**config.mk**
```make
export PLATFORM = sky130hd
export DESIGN_NAME = fpadd_arbiter
export DESIGN_NICKNAME = d
export VERILOG_FILES = /design/src/rtl/fpadd_arbiter.sv
export SDC_FILE = /design/constraint.sdc
export NUM_CORES = 1
export LEC_CHECK = 0
export CORE_AREA = 10 10 150 152
export CTS_BUF_LIST = sky130_fd_sc_hd__clkbuf_16
export DETAILED_ROUTE_END_ITERATION = 8
export DIE_AREA = 0 0 160 162
export GPL_TIMING_DRIVEN = 0
export MAX_ROUTING_LAYER = met4
export PLACE_DENSITY = 0.73
export SLEW_MARGIN = 20
export SYNTH_ARGS = -nofsm -noshare
export SYNTH_HDL_FRONTEND = slang
export SYNTH_SLANG_ARGS = --single-unit
export TNS_END_PERCENT = 20
```
**constraint.sdc**
```tcl
create_clock -name clk -period 7.1 [get_ports clk]
set_clock_uncertainty 0.1 [all_clocks]
set_input_delay 1.42 -clock clk [delete_from_list [all_inputs] [get_ports clk]]
set_output_delay 1.42 -clock clk [all_outputs]
set_load 0.01 [all_outputs]
```
**src/rtl/fpadd_arbiter.sv**
```systemverilog
// Round-robin arbiter that shares one multi-cycle single-precision fpadd among N_REQ
// requesters, one operation in flight, with a watchdog that turns a hung add into an error.
`timescale 1ns/1ps
module fpadd_arbiter #(
  parameter int N_REQ       = 4,
  parameter int TIMEOUT_CYC = 64
) (
  input  logic                 clk,
  input  logic                 reset,
  input  logic [N_REQ-1:0]     req_valid,
  input  logic [32*N_REQ-1:0]  req_a,
  input  logic [32*N_REQ-1:0]  req_b,
  output logic [N_REQ-1:0]     req_ready,
  output logic [N_REQ-1:0]     resp_valid,
  input  logic [N_REQ-1:0]     resp_ready,
  output logic [31:0]          resp_sum,
  output logic                 resp_err,
  output logic                 busy,
  output logic                 fpa_start,
  output logic [31:0]          fpa_a,
  output logic [31:0]          fpa_b,
  input  logic [31:0]          fpa_sum,
  input  logic                 fpa_done
);

  localparam int PTR_W = (N_REQ > 1) ? $clog2(N_REQ) : 1;
  localparam int WD_W  = $clog2(TIMEOUT_CYC + 1);

  typedef enum logic [1:0] {S_IDLE, S_ISSUE, S_WAIT, S_RESP} state_e;

  state_e           state_q, state_d;
  logic [PTR_W-1:0] ptr_q, ptr_d;
  logic [PTR_W-1:0] owner_q, owner_d;
  logic [WD_W-1:0]  wd_q, wd_d;
  logic [31:0]      a_q, a_d;
  logic [31:0]      b_q, b_d;
  logic [31:0]      sum_q, sum_d;
  logic             err_q, err_d;

  logic [PTR_W-1:0] grant;
  logic [PTR_W:0]   scan;
  logic             found;
  logic [31:0]      sel_a, sel_b;
  logic             accept;
  logic             owner_ack;

  // Scan from ptr upward with wrap; iterating k downward leaves the nearest hit in grant.
  always_comb begin
    grant = '0;
    found = 1'b0;
    scan  = '0;
    for (int k = N_REQ - 1; k >= 0; k--) begin
      scan = {1'b0, ptr_q} + (PTR_W+1)'(k);
      if (scan >= (PTR_W+1)'(N_REQ)) scan = scan - (PTR_W+1)'(N_REQ);
      if (req_valid[scan[PTR_W-1:0]]) begin
        grant = scan[PTR_W-1:0];
        found = 1'b1;
      end
    end
  end

  always_comb begin
    sel_a = '0;
    sel_b = '0;
    for (int i = 0; i < N_REQ; i++) begin
      if (grant == PTR_W'(i)) begin
        sel_a = req_a[32*i +: 32];
        sel_b = req_b[32*i +: 32];
      end
    end
  end

  // Gated by reset so a requester never sees a transfer that the reset then discards.
  assign accept    = (state_q == S_IDLE) && found && !reset;
  assign owner_ack = (state_q == S_RESP) && resp_ready[owner_q];

  // NOTE: every _d is given its hold value before the case, so no path can infer a latch.
  always_comb begin
    state_d = state_q;
    ptr_d   = ptr_q;
    owner_d = owner_q;
    wd_d    = wd_q;
    a_d     = a_q;
    b_d     = b_q;
    sum_d   = sum_q;
    err_d   = err_q;
    unique case (state_q)
      S_IDLE: begin
        if (accept) begin
          a_d     = sel_a;
          b_d     = sel_b;
          owner_d = grant;
          ptr_d   = (grant == PTR_W'(N_REQ - 1)) ? '0 : grant + 1'b1;
          state_d = S_ISSUE;
        end
      end
      S_ISSUE: begin
        wd_d    = '0;
        state_d = S_WAIT;
      end
      S_WAIT: begin
        // fpa_done is only trusted here; a level left over from the previous op is
        // cleared by the adder during ISSUE and never reaches this state.
        if (fpa_done) begin
          sum_d   = fpa_sum;
          err_d   = 1'b0;
          state_d = S_RESP;
        end else if (wd_q == WD_W'(TIMEOUT_CYC - 1)) begin
          sum_d   = '0;
          err_d   = 1'b1;
          state_d = S_RESP;
        end else begin
          wd_d = wd_q + 1'b1;
        end
      end
      S_RESP: begin
        if (owner_ack) state_d = S_IDLE;
      end
      default: state_d = S_IDLE;
    endcase
  end

  // NOTE: state flops use non-blocking assignments only, so every flop samples pre-edge values.
  always_ff @(posedge clk) begin
    if (reset) begin
      state_q <= S_IDLE;
      ptr_q   <= '0;
      owner_q <= '0;
      wd_q    <= '0;
      a_q     <= '0;
      b_q     <= '0;
      sum_q   <= '0;
      err_q   <= 1'b0;
    end else begin
      state_q <= state_d;
      ptr_q   <= ptr_d;
      owner_q <= owner_d;
      wd_q    <= wd_d;
      a_q     <= a_d;
      b_q     <= b_d;
      sum_q   <= sum_d;
      err_q   <= err_d;
    end
  end

  always_comb begin
    req_ready  = '0;
    resp_valid = '0;
    if (accept) req_ready[grant] = 1'b1;
    if (state_q == S_RESP) resp_valid[owner_q] = 1'b1;
  end

  assign fpa_start = (state_q == S_ISSUE);
  assign busy      = (state_q != S_IDLE);
  assign fpa_a     = a_q;
  assign fpa_b     = b_q;
  assign resp_sum  = sum_q;
  assign resp_err  = err_q;

endmodule

```
Word level (Yosys, flattened, before mapping)

Cells that the tools add are included.
W data, S select, Z words.

Bits in registers: 110
Bits of input ports: 299
Output and inout port bits: 107
Logic and storage cells: 105

$add $sub $neg: 9
Magnitude comparators: 12
Equality and inequality tests: 12
Mux-type cells: 49
Reduce and logical (&&, ||, !) cells: 15

Operators by type and width:

| kind                  | count |
|---|---|
| $mux W32              | 10 |
| $mux W2               | 13 |
| $lt A2 B3 Y1 const B  | 6 |
| $mux W7               | 2 |
| $pmux W7 S2           | 1 |
| $mux W1               | 13 |
| $bmux W1 S2           | 5 |
| $ge A3 B3 Y1 const B  | 3 |
| $eq A2 B2 Y1 const B  | 4 |
| $mux W4               | 2 |
| $ne A2 B2 Y1 const B  | 4 |
| $pmux W2 S4           | 1 |
| $sub A2 B1 Y2 const B | 4 |
| $add A7 B1 Y7 const B | 1 |
| $eq A7 B6 Y1 const B  | 1 |
| $add A2 B2 Y3 const B | 2 |
| $reduce_and A3 Y1     | 2 |
| $reduce_bool A2 Y1    | 3 |
| $logic_and A1 B1 Y1   | 5 |
| $demux W1 S2          | 2 |
| $eq A2 B1 Y1 const B  | 2 |
| $ge A2 B1 Y1 const B  | 2 |
| $logic_not A2 Y1      | 2 |
| $reduce_and A2 Y1     | 2 |
| 5 further kinds       | 5 |

Logic depth before layout (Yosys ltp)

Gate-level depths: netlist of the first run.

Depth in word-level cells: 14
Mapped depth: 10
Depth with buffers taken out: 9

Least setup slack after synthesis of the first run

Ideal clock, no wire load.

Path kind: input -> output
Start point: input port req_valid[0]
End point: output port req_ready[1]
Arrival time: 3046 ps
Required time: 5580 ps
Slack: 2534 ps
Cell stages on the path: 8
Cell sequence: nor2b_1 > a211o_1 > a21oi_1 > ha_1 > buf_4 > clkbuf_1 > buf_2 > and2_1

Longest elaborated chain between the ends: 11
Elaborated cells on any way between the ends: 24
Those cells by class: order compare: 2; mux: 19; reduce/logical: 3

Ends and longest elaborated chain:

| element                                                                   | RTL line | source |
|---|---|---|
| start, declared                                                           | 10       | `input logic [N_REQ-1:0] req_valid,` |
| $bmux W1 S2                                                               | 55       | `if (req_valid[scan[PTR_W-1:0]]) begin` |
| $mux W1 (not written as such)                                             | 55       |  |
| $mux W2 (3 in series)                                                     | 55       |  |
| $mux W2 *                                                                 | 55       |  |
| net grant[0]                                                              | 40       | `logic [PTR_W-1:0] grant;` |
| $lt A2 B3 Y1 (not written as such) / $ge A2 B1 Y1 (equally long branches) | 149      | `if (accept) req_ready[grant] = 1'b1;` |
| $logic_and A1 B1 Y1 (not written as such)                                 | 149      |  |
| $mux W1 (not written as such)                                             | 149      |  |
| $demux W1 S2 *                                                            | 149      |  |
| $mux W4 *                                                                 | 149      |  |
| end, declared                                                             | 13       | `output logic [N_REQ-1:0] req_ready,` |

The timed path passes the listed nets; every way through them passes the cells marked *. The select of a mux whose other input is x is not followed.

Worst setup path in the final report of the first run

Start point: input port req_valid[0]
End point: output port req_ready[3]

The elaborated chain is that of the path after synthesis.

==> summary.md, run 1 <==
| Metric | Value |
|---|---|
| Ys async rst share | `0%` |
| Routability cong. | `0.893` |
| Synthesized area | `6400 µm²` |
| RSZ-0062 raised after global routing | `no` |
| Number of synthesized flops with an enable pin | `0` |
| First-pass GRT wire length | `47,900 µm` |
| Max_cap viols | `0` |
| Startpoint types | `input pin` |
| Via count | `7,676` |
| Pwr Total | `3.67 mW` |
| Most frequent cells after synthesis | `128 x nor2b_1, 110 x dfxtp_1, 72 x nand2_1, 67 x nand3b_1, 67 x o21ai_0` |
| Yosys top cell by area | `dfxtp_1` |
| PwrDens | `331 nW/µm²` |
| Vias in the first global route | `7,719` |
| CTS tree | `built` |
| Final wirelength | `32,900 µm` |
| Post-synthesis sequential area ratio | `34.4%` |
| Effective utilization at floorplan | `33.0%` |
| Core area | `19,400 µm²` |
| Prevailing post-synth register cell | `dfxtp_1` |
| Total grt overflow | `0` |
| Critical Setup Path Class | `in2out` |
| CP Data Arrival Time | `4770 ps` |
| Longest Clk Path Bufs | `2` |
| Syn_area_per_cell | `8.35 µm²` |
| Share of the synthesized area in the top cell type | `34.4%` |
| CP cell instances | `clkdlybuf4s50_1 > nor2b_1 > a211o_1 > a21oi_1 > ha_1 > clkbuf_1 > clkbuf_1 > and2_1 > clkdlybuf4s50_1` |
| IR drop worst, VDD | `0.149 mV` |
| Via density | `5.27` |
| Antenna violations before repair | `4` |
| Num CTS Buffers | `9` |
| Pre-antenna DRT Iters | `5` |
| CP endpoint kind | `output pin` |
| Port Buf Inserts | `405` |
| Min-delay src | `resp_sum[19]$_SDFFE_PP0P_` |
| Syn Inst Count | `767` |
| Routed Antenna Nets | `0` |
| Yosys warnings | `0` |
| Max stage delay on crit path | `560 ps` |
| Dominant cells by area after synthesis | `dfxtp_1 34%, nor2b_1 13%, a221oi_1 8.8%` |
| I/O pin count | `406` |
| Clk_lat worst skew | `350 ps` |
| Netlist cell types | `43` |
| Outcome | `finished, final reports clean` |
| Sum Neg Setup Slack | `0 ps` |
| Hold depth | `1` |
| CTS clk-pin slew, worst paths | `90 ps` |
| Row count | `51` |
| Largest net degree at the start of global routing | `23` |
| Final Util | `57.2%` |
| Register-to-Register Path Depth | `10` |
| Worst-path maximum fanout | `10` |
| Slew Limit Fails | `0` |
| Wire per inst | `22.6 µm` |
| Vert. Die Dim | `162 µm` |
| P_leak | `3.88 nW` |
| Hold_ws | `385 ps` |
| GRT Util Overall | `24.4%` |
| Clock Tree Root | `clkbuf_16` |
| Hold Buf Count CTS | `0` |
| Chip width | `160 µm` |
| FMAX | `159 MHz` |
| Reg-to-Reg Start | `ptr_q[0]$_SDFFE_PP0P_` |
| Tightest Pin Transition | `878 ps` |
| Post-cts gate resize count | `0` |
| CP required | `5580 ps` |
| Relative slew slack | `41.0%` |
| Syn_nets | `1,075` |
| Crit-path slowest cell | `clkbuf_1` |
| Final Net Count | `1,491` |
| Flop2flop setup slack | `3940 ps` |
| Num Clock Sinks | `110` |
| First DRT Iteration DRCs | `600` |
| Remaining DRCs | `0` |
| Share of cells above drive strength 1 | `3.20%` |
| Area Growth Syn to Fin | `73.4%` |
| Number of synthesized register bits | `110` |
| Final Hold Fails | `0` |
| Die area | `25,900 µm²` |
| HPWL after DPL | `26,700 µm` |
| H-tree depth | `3` |
| CP Launch Point | `req_valid[0]` |
| Final setup viols | `0` |
| Path type of the worst min-delay path | `reg2reg` |
| Most common cell in the synthesized netlist | `nor2b_1` |
| Clock period minus final worst setup slack | `6290 ps` |
| Final Cycle Share | `88.5%` |
| Post-CTS setup buffer count | `0` |
kinds of logic after synthesis:
kind of cell               Yosys count  share of synthesized area [%]
DFF                                110                           34.4
AOI/OAI and AO/OA                  250                           29.7
muxes                                3                          0.508
and+or+nand+nor                    302                           27.5
xor gates and xnor gates             3                          0.410
adders and majority gates            9                           1.76
buffers and inverters               90                           5.74
sequential cells by signal (all words and copies together), names as in the netlist:
name / flops
resp_err: 1
owner_q: 2
fpa_b: 32
resp_sum: 32
state_q: 2
ptr_q: 2
fpa_a: 32
wd_q: 7
placed cells by master (no fill, tap or decap), types with 5 or more instances in the layout:
| master | instances |
|---|---|
| clkdlybuf4s50_1 | 405 |
| clkbuf_16 | 9 |
| a221oi_1 | 64 |
| inv_1 | 11 |
| a21oi_1 | 7 |
| nand3b_1 | 67 |
| ha_1 | 9 |
| and2_1 | 5 |
| o21ai_0 | 67 |
| nor2_1 | 12 |
| clkbuf_1 | 62 |
| buf_2 | 15 |
| dfxtp_1 | 110 |
| nand2_1 | 72 |
| nor2b_1 | 128 |
| a22o_1 | 32 |
| o31a_1 | 64 |
per-stage QoR:
stage	cells	setup WS, ps	cell area (µm²)
after CTS	1453	799	11100
after global routing	1457	618	11100
after floorplan	767	2530	6400
final	1457	814	11100
after global placement	1437	865	10800
after detailed placement	1437	809	10800
power by group:
group	leakage (nW)	switching, mW	internal, mW	total (mW)
combinational	2.83	1.15	1.05	2.20
sequential	0.902	0.126	0.825	0.951
clock	0.150	0.269	0.254	0.522
final timing paths:
check,endpoint
setup reg to reg,fpa_b[11]$_SDFFE_PP0P_
setup / recovery,req_ready[3]
hold reg to reg,resp_sum[19]$_SDFFE_PP0P_
hold / removal,resp_sum[19]$_SDFFE_PP0P_
routing by layer:
layer | share of wire [%] | routed length (µm) | track usage (%) | vias to the layer above
li1 | - | - | - | 3656
met1 | 41 | 13500 | 28.5 | 3632
met2 | 49 | 16200 | 40.7 | 352
met3 | 7.6 | 2500 | 6.32 | 36
met4 | 2.0 | 643 | 7.14 | 0
met5 | 0 | 0 | - | -
critical path: cells and delay by family:
family                   cells  cell delay [ps]
buffers and inverters        4             2050
AO/OA/AOI/OAI                2              660
AND/OR/NAND/NOR              2              360
adder cells (fa/ha/maj)      1              260
layout make-up:
type	instances	area, µm²
multi-input combinational	567	3830
inverter	11	41.3
clock inverter	7	81.3
tap	265	332
sequential	110	2200
antenna	4	10.0
timing repair buffer	405	4050
buffer	79	327
clock buffer	9	225
fill	1835	8290
No activity file was read; power rests on OpenSTA's default activity.
==> run 2, diff against run 1 <==
- CORE_AREA: 10 10 150 152 -> default
- CORE_MARGIN: default -> 10
- CORE_UTILIZATION: default -> 34
- CTS_CLUSTER_SIZE: default -> 30
- DIE_AREA: 0 0 160 162 -> default
- PLACE_DENSITY: 0.73 -> 0.79
- SLEW_MARGIN: 20 -> default
- clock period: 7.1 -> 5.59 ns (I/O delays scaled with it)
==> run 2 against run 1 <==
Effect of this change:
- non-clock buffer count fell by 1
- worst hold slack got worse by 1.9 ps
- largest power group unchanged
- largest cell class unchanged
- combinational power increased by 27%
- sequential share of layout area is 0.12 points higher
- count of clock-buffer cells in the layout is the same
- critical endpoint is now req_ready[0]
- clock power grew 19%
==> summary.md, run 2 (same netlist as run 1, synthesis figures left out) <==
| Metric | Value |
|---|---|
| Max_cap viols | `0 (unchanged)` |
| Relative slew slack | `46.2% (+5.2 points)` |
| Clk_lat worst skew | `350 ps (about the same)` |
| Post-CTS setup buffer count | `0 (unchanged)` |
| Path type of the worst min-delay path | `reg2reg` |
| CTS clk-pin slew, worst paths | `80 ps (about the same)` |
| Share of cells above drive strength 1 | `3.29% (+0.087 points)` |
| Most common cell after layout, fill and taps aside | `clkdlybuf4s50_1` |
| Sum Neg Setup Slack | `0 ps (unchanged)` |
| Delay-heaviest family, CP | `buffers and inverters` |
| GRT Util Overall | `25.2% (+0.83 points)` |
| Num Clock Sinks | `110 (unchanged)` |
| Num CTS Buffers | `9 (unchanged)` |
| Via density | `5.41 (+2.6%)` |
| Crit-path slowest cell | `clkdlybuf4s50_1` |
| H-tree depth | `3 (unchanged)` |
| Via count | `7,705 (+0.38%)` |
| Most frequent cells in the layout | `405 x clkdlybuf4s50_1, 128 x nor2b_1, 110 x dfxtp_1, 72 x nand2_1` |
| Final wirelength | `32,700 µm (-0.74%)` |
| HPWL after DPL | `26,500 µm (-0.85%)` |
| First-pass GRT wire length | `46,700 µm (-2.5%)` |
| Final Cycle Share | `98.5%` |
| Max stage delay on crit path | `560 ps (about the same)` |
| Remaining DRCs | `0 (unchanged)` |
| Routed Antenna Nets | `0 (unchanged)` |
| Antenna violations before repair | `2 (-2)` |
| Row count | `50 (-2.0%)` |
| Final Net Count | `1,490 (-0.067%)` |
| Hold Buf Count CTS | `0 (unchanged)` |
| Final setup viols | `0 (unchanged)` |
| Reg-to-Reg Start | `ptr_q[0]$_SDFFE_PP0P_` |
| Clock period minus final worst setup slack | `5500 ps` |
| RSZ-0062 raised after global routing | `yes` |
| Vert. Die Dim | `157 µm (-2.9%)` |
| Chip width | `157 µm (-1.7%)` |
| Vias in the first global route | `7,733 (+0.18%)` |
| Total grt overflow | `0 (unchanged)` |
| CP Launch Point | `req_valid[0]` |
| IR drop worst, VDD | `0.203 mV (+36%)` |
| Core area | `18,600 µm² (-3.9%)` |
| Flop2flop setup slack | `2000 ps (-1940 ps)` |
| Area Growth Syn to Fin | `72.4%` |
| Effective utilization at floorplan | `34.3% (+1.3 points)` |
| I/O pin count | `406 (unchanged)` |
| Final Hold Fails | `0 (unchanged)` |
| Port Buf Inserts | `405 (unchanged)` |
| Pre-antenna DRT Iters | `5 (unchanged)` |
| CP bufs+invs | `4 (unchanged)` |
| Critical Setup Path Class | `in2out` |
| CP Data Arrival Time | `4290 ps (-480 ps)` |
| FMAX | `182 MHz` |
| CTS tree | `built` |
| Die area | `24,700 µm² (-4.6%)` |
| Min-delay src | `resp_sum[0]$_SDFFE_PP0P_` |
| Worst-path maximum fanout | `10 (unchanged)` |
| CP required | `4370 ps (-1210 ps)` |
| Clock Tree Root | `clkbuf_16` |
| Tightest Pin Transition | `806 ps (-71.9 ps)` |
| Fin cells | `1,425 (-2.2%)` |
| Longest Clk Path Bufs | `2 (unchanged)` |
| Outcome | `finished, final reports clean` |
| Largest net degree at the start of global routing | `20 (-13%)` |
| Startpoint types | `input pin` |
| PwrDens | `419 nW/µm² (+27%)` |
| CP endpoint kind | `output pin` |
| First DRT Iteration DRCs | `462 (-23%)` |
| Routability cong. | `0.942 (+5.5%)` |
| P_leak | `3.87 nW (-0.20%)` |
| Placed insts | `1,406 (-2.2%)` |
| CP cell instances | `clkdlybuf4s50_1 > nor2b_1 > nor2_1 > o22ai_1 > ha_1 > clkbuf_1 > clkbuf_1 > and2_1 > clkdlybuf4s50_1` |
| Slew Limit Fails | `0 (unchanged)` |
| Fillers | `1,687 (-8.1%)` |
| Wire per inst | `22.9 µm (+1.5%)` |
| Pwr Total | `4.63 mW (+26%)` |
## run 2: through the flow
step | instance area (µm²) | setup slack (ps) | hold slack [ps] | utilization (%)
2_1_floorplan | 6400 | 1630 | 360 | -
4_1_cts | 11000 | 80.0 | 385 | 59.2
3_3_place_gp | 10800 | -66.9 | 361 | 57.7
3_5_place_dp | 10800 | -77.6 | 363 | 57.7
5_1_grt | 11000 | -65.6 | 394 | 59.2
6_report | 11000 | 86.2 | 383 | 59.2
## run 2: final cells by class
| type | count | area (µm²) | share of cell area [%] |
|---|---|---|---|
| Inverter | 11 | 41.3 | 0.374 |
| Tap cell | 234 | 293 | 2.65 |
| Buffer | 78 | 325 | 2.95 |
| Multi-Input combinational cell | 567 | 3830 | 34.7 |
| Clock inverter | 7 | 56.3 | 0.510 |
| Antenna cell | 4 | 10.0 | 0.0907 |
| Clock buffer | 9 | 225 | 2.04 |
| Sequential cell | 110 | 2200 | 19.9 |
| Timing Repair Buffer | 405 | 4050 | 36.7 |
## run 2: path summary, 6_finish.rpt
path                                   end  cells after the start
hold / removal    resp_sum[0]$_SDFFE_PP0P_                      1
hold reg to reg   resp_sum[0]$_SDFFE_PP0P_                      1
setup / recovery              req_ready[0]                      9
setup reg to reg    fpa_a[29]$_SDFFE_PP0P_                      8
## run 2: routing by layer
layer  share of wire (%)  global-route usage, %  vias to the layer above
li1                    -                      -                     3659
met2                  49                   41.6                      348
met5                   0                      -                        -
met3                 8.4                   7.15                       48
met4                 2.8                   9.26                        0
met1                  40                   28.6                     3650
## run 2: power breakdown
part	leakage [nW]	internal, mW	switching [mW]
combinational	2.83	1.34	1.46
clock	0.137	0.309	0.312
sequential	0.902	1.05	0.167
total	3.87	2.69	1.94
## run 2: timing repair
| action | 4_1_cts | 5_1_grt |
|---|---|---|
| setup endpoints to repair | 2 | 2 |
| pin swaps | 0 | 0 |
| gates resized for setup | 2 | 0 |
==> run 3, diff against run 2 <==
- CELL_PAD_IN_SITES_DETAIL_PLACEMENT: default -> 1
- CELL_PAD_IN_SITES_GLOBAL_PLACEMENT: default -> 2
- CORE_ASPECT_RATIO: default -> 1.2
- CORE_MARGIN: 10 -> 2
- CORE_UTILIZATION: 34 -> 17
- PLACE_DENSITY: 0.79 -> 0.76
==> run 3 against run 2 <==
Effect of this change:
- wire length rose by 6.9%
- largest power group unchanged
- flip-flop and latch count stayed put
- design area rose by 3.0%
- non-clock buffer count fell by 1
- worst setup slack gained 85 ps
- maximum frequency is 1.6% higher
- clock power up 12%
- critical path depth rose by 1
- sequential power about the same
- global-route usage decreased by 7.3 points
==> summary.md, run 3 (same netlist as run 1, synthesis figures left out) <==
| Metric | Value |
|---|---|
| PwrDens | `418 nW/µm² (-0.19%)` |
| Sum Neg Setup Slack | `0 ps (unchanged)` |
| Post-route worst setup slack | `171 ps (+84.9 ps)` |
| Max_cap viols | `0 (unchanged)` |
| Row count | `77 (+54%)` |
| RSZ-0062 raised after global routing | `yes` |
| Antenna violations before repair | `5 (+3)` |
| Tightest Pin Transition | `858 ps (+51.4 ps)` |
| Remaining DRCs | `0 (unchanged)` |
| Wire per inst | `21.0 µm (-8.5%)` |
| Vias in the first global route | `8,192 (+5.9%)` |
| CP endpoint kind | `output pin` |
| Logic pwr share | `60.2% (about the same)` |
| IR drop worst, VDD | `0.203 mV (+0.26%)` |
| Clock power frac | `14.6% (+1.2 points)` |
| Net switching power | `2.05 mW (+5.9%)` |
| Clock period minus final worst setup slack | `5420 ps (-84.9 ps)` |
| Core area | `37,000 µm² (+98%)` |
| CP cell instances | `clkdlybuf4s50_1 > nor2b_1 > a211o_1 > a21oi_1 > inv_1 > ha_1 > clkbuf_1 > clkbuf_2 > and2_1 > clkdlybuf4s50_1` |
| Effective utilization at floorplan | `17.3% (-17 points)` |
| Die area | `39,200 µm² (+59%)` |
| Routability cong. | `0.807 (-14%)` |
| CTS clk-pin slew, worst paths | `90 ps (about the same)` |
| Path type of the worst min-delay path | `reg2reg` |
| Port Buf Inserts | `405 (unchanged)` |
| Worst-path maximum fanout | `10 (unchanged)` |
| CP Data Arrival Time | `4200 ps (-90 ps)` |
| Crit-path slowest cell | `clkdlybuf4s50_1` |
| First-pass GRT wire length | `51,600 µm (+10%)` |
| Most common cell after layout, fill and taps aside | `clkdlybuf4s50_1` |
| Final Util | `30.7% (-28 points)` |
| Clock Tree Root | `clkbuf_16` |
| Final wirelength | `34,900 µm (+6.9%)` |
| Clk_lat worst skew | `370 ps (+20 ps)` |
| CP required | `4370 ps (about the same)` |
| Total grt overflow | `0 (unchanged)` |
| Final setup viols | `0 (unchanged)` |
| P_leak | `3.89 nW (+0.39%)` |
| Pwr Total | `4.76 mW (+2.8%)` |
| Vert. Die Dim | `217 µm (+38%)` |
| HPWL after DPL | `28,000 µm (+5.5%)` |
| Share of cells above drive strength 1 | `3.54% (+0.26 points)` |
| Pre-antenna DRT Iters | `5 (unchanged)` |
| Most frequent cells in the layout | `405 x clkdlybuf4s50_1, 128 x nor2b_1, 110 x dfxtp_1, 72 x nand2_1` |
| Max stage delay on crit path | `500 ps (-60 ps)` |
| Post-CTS setup buffer count | `0 (unchanged)` |
| Relative slew slack | `42.8% (-3.4 points)` |
| Num CTS Buffers | `9 (unchanged)` |
| Outcome | `finished, final reports clean` |
| Final Net Count | `1,489 (-0.067%)` |
| Critical Setup Path Class | `in2out` |
| Via density | `4.56 (-16%)` |
| Fillers | `4,368 (+160%)` |
| Area Growth Syn to Fin | `77.5%` |
| Startpoint types | `input pin` |
| First DRT Iteration DRCs | `279 (-40%)` |
| Routed Antenna Nets | `0 (unchanged)` |
| H-tree depth | `3 (unchanged)` |
| CP most frequent cell | `clkdlybuf4s50_1` |
| Num Clock Sinks | `110 (unchanged)` |
| Switch share | `43.1% (+1.3 points)` |
| Via count | `7,596 (-1.4%)` |
| Pre-CTS WS | `-589 ps (-512 ps)` |
| Flop pwr share | `25.3% (-0.9 points)` |
| Longest Clk Path Bufs | `2 (unchanged)` |
| Int Pwr | `2.71 mW (+0.54%)` |
| Chip width | `181 µm (+15%)` |
| Hold_ws | `382 ps (-0.864 ps)` |
| I/O pin count | `406 (unchanged)` |
| FMAX | `185 MHz (+1.6%)` |
| Final Hold Fails | `0 (unchanged)` |
| Area of the multi-input gates | `3830 µm² (unchanged)` |
| CTS tree | `built` |
| Final Cycle Share | `96.9% (-1.5 points)` |
| GRT Util Overall | `17.9% (-7.3 points)` |
| Register area | `2200 µm² (unchanged)` |
| Slew Limit Fails | `0 (unchanged)` |
| Largest net degree at the start of global routing | `23 (+15%)` |
run 3: cell count changes in the layout (fill, tap and decap cells not counted):
cell	change
clkbuf_1	-3
clkinv_1	-1
clkbuf_2	+2
diode_2	+1
inv_8	+1
clkinv_2	-1
clkinv_4	-1
clkinv_8	+2
run 3: per-layer routing:
layer  track usage, %  vias up  wire length (µm)
met2             32.5      255             18200
met3             3.80       22              2040
met4             4.07        0               468
met5                -        -                 0
li1                 -     3651                 -
met1             20.0     3668             14200
run 3: repair_timing:
action	4_1_cts	5_1_grt
hold buffers	0	0
resized for setup	4	0
setup endpoints to repair	4	2
run 3: cell type report:
class / instances / share of cell area, %
Timing Repair Buffer: 405 / 35.7
Multi-Input combinational cell: 567 / 33.7
Sequential cell: 110 / 19.4
Tap cell: 474 / 5.22
Buffer: 77 / 2.85
Clock buffer: 9 / 1.98
Clock inverter: 7 / 0.726
Inverter: 11 / 0.363
Antenna cell: 5 / 0.110
run 3: critical path, delay by kind of cell:
family,cells,cell delay [ps]
fa+ha+maj,1,250
compound gates,2,690
buf+inv,5,1750
simple gates,2,380
run 3: through the flow:
| step | area (µm²) | std cells |
|---|---|---|
| 2_1_floorplan | 6400 | 767 |
| 3_3_place_gp | 11100 | 1646 |
| 3_5_place_dp | 11100 | 1646 |
| 4_1_cts | 11400 | 1661 |
| 5_1_grt | 11400 | 1665 |
| 6_report | 11400 | 1665 |
run 3: path summary, 6_finish.rpt:
path / slack, ps / end / cells past startpoint / from
max: 170 / req_ready[2] / 10 / req_valid[0]
min: 380 / resp_sum[18]$_SDFFE_PP0P_ / 1 / resp_sum[18]$_SDFFE_PP0P_
max reg2reg: 2010 / fpa_a[28]$_SDFFE_PP0P_ / 10 / ptr_q[0]$_SDFFE_PP0P_
min reg2reg: 380 / resp_sum[18]$_SDFFE_PP0P_ / 1 / resp_sum[18]$_SDFFE_PP0P_
run 3: power by group through the flow:
stage / Clock, mW / Combinational, mW / Sequential, mW
2_1_floorplan: 0 / 1.37 / 1.30
3_3_place_gp: 0 / 2.91 / 1.21
3_5_place_dp: 0 / 2.93 / 1.22
4_1_cts: 0.723 / 2.94 / 1.21
5_1_grt: 0.747 / 3.14 / 1.24
6_report: 0.693 / 2.86 / 1.20
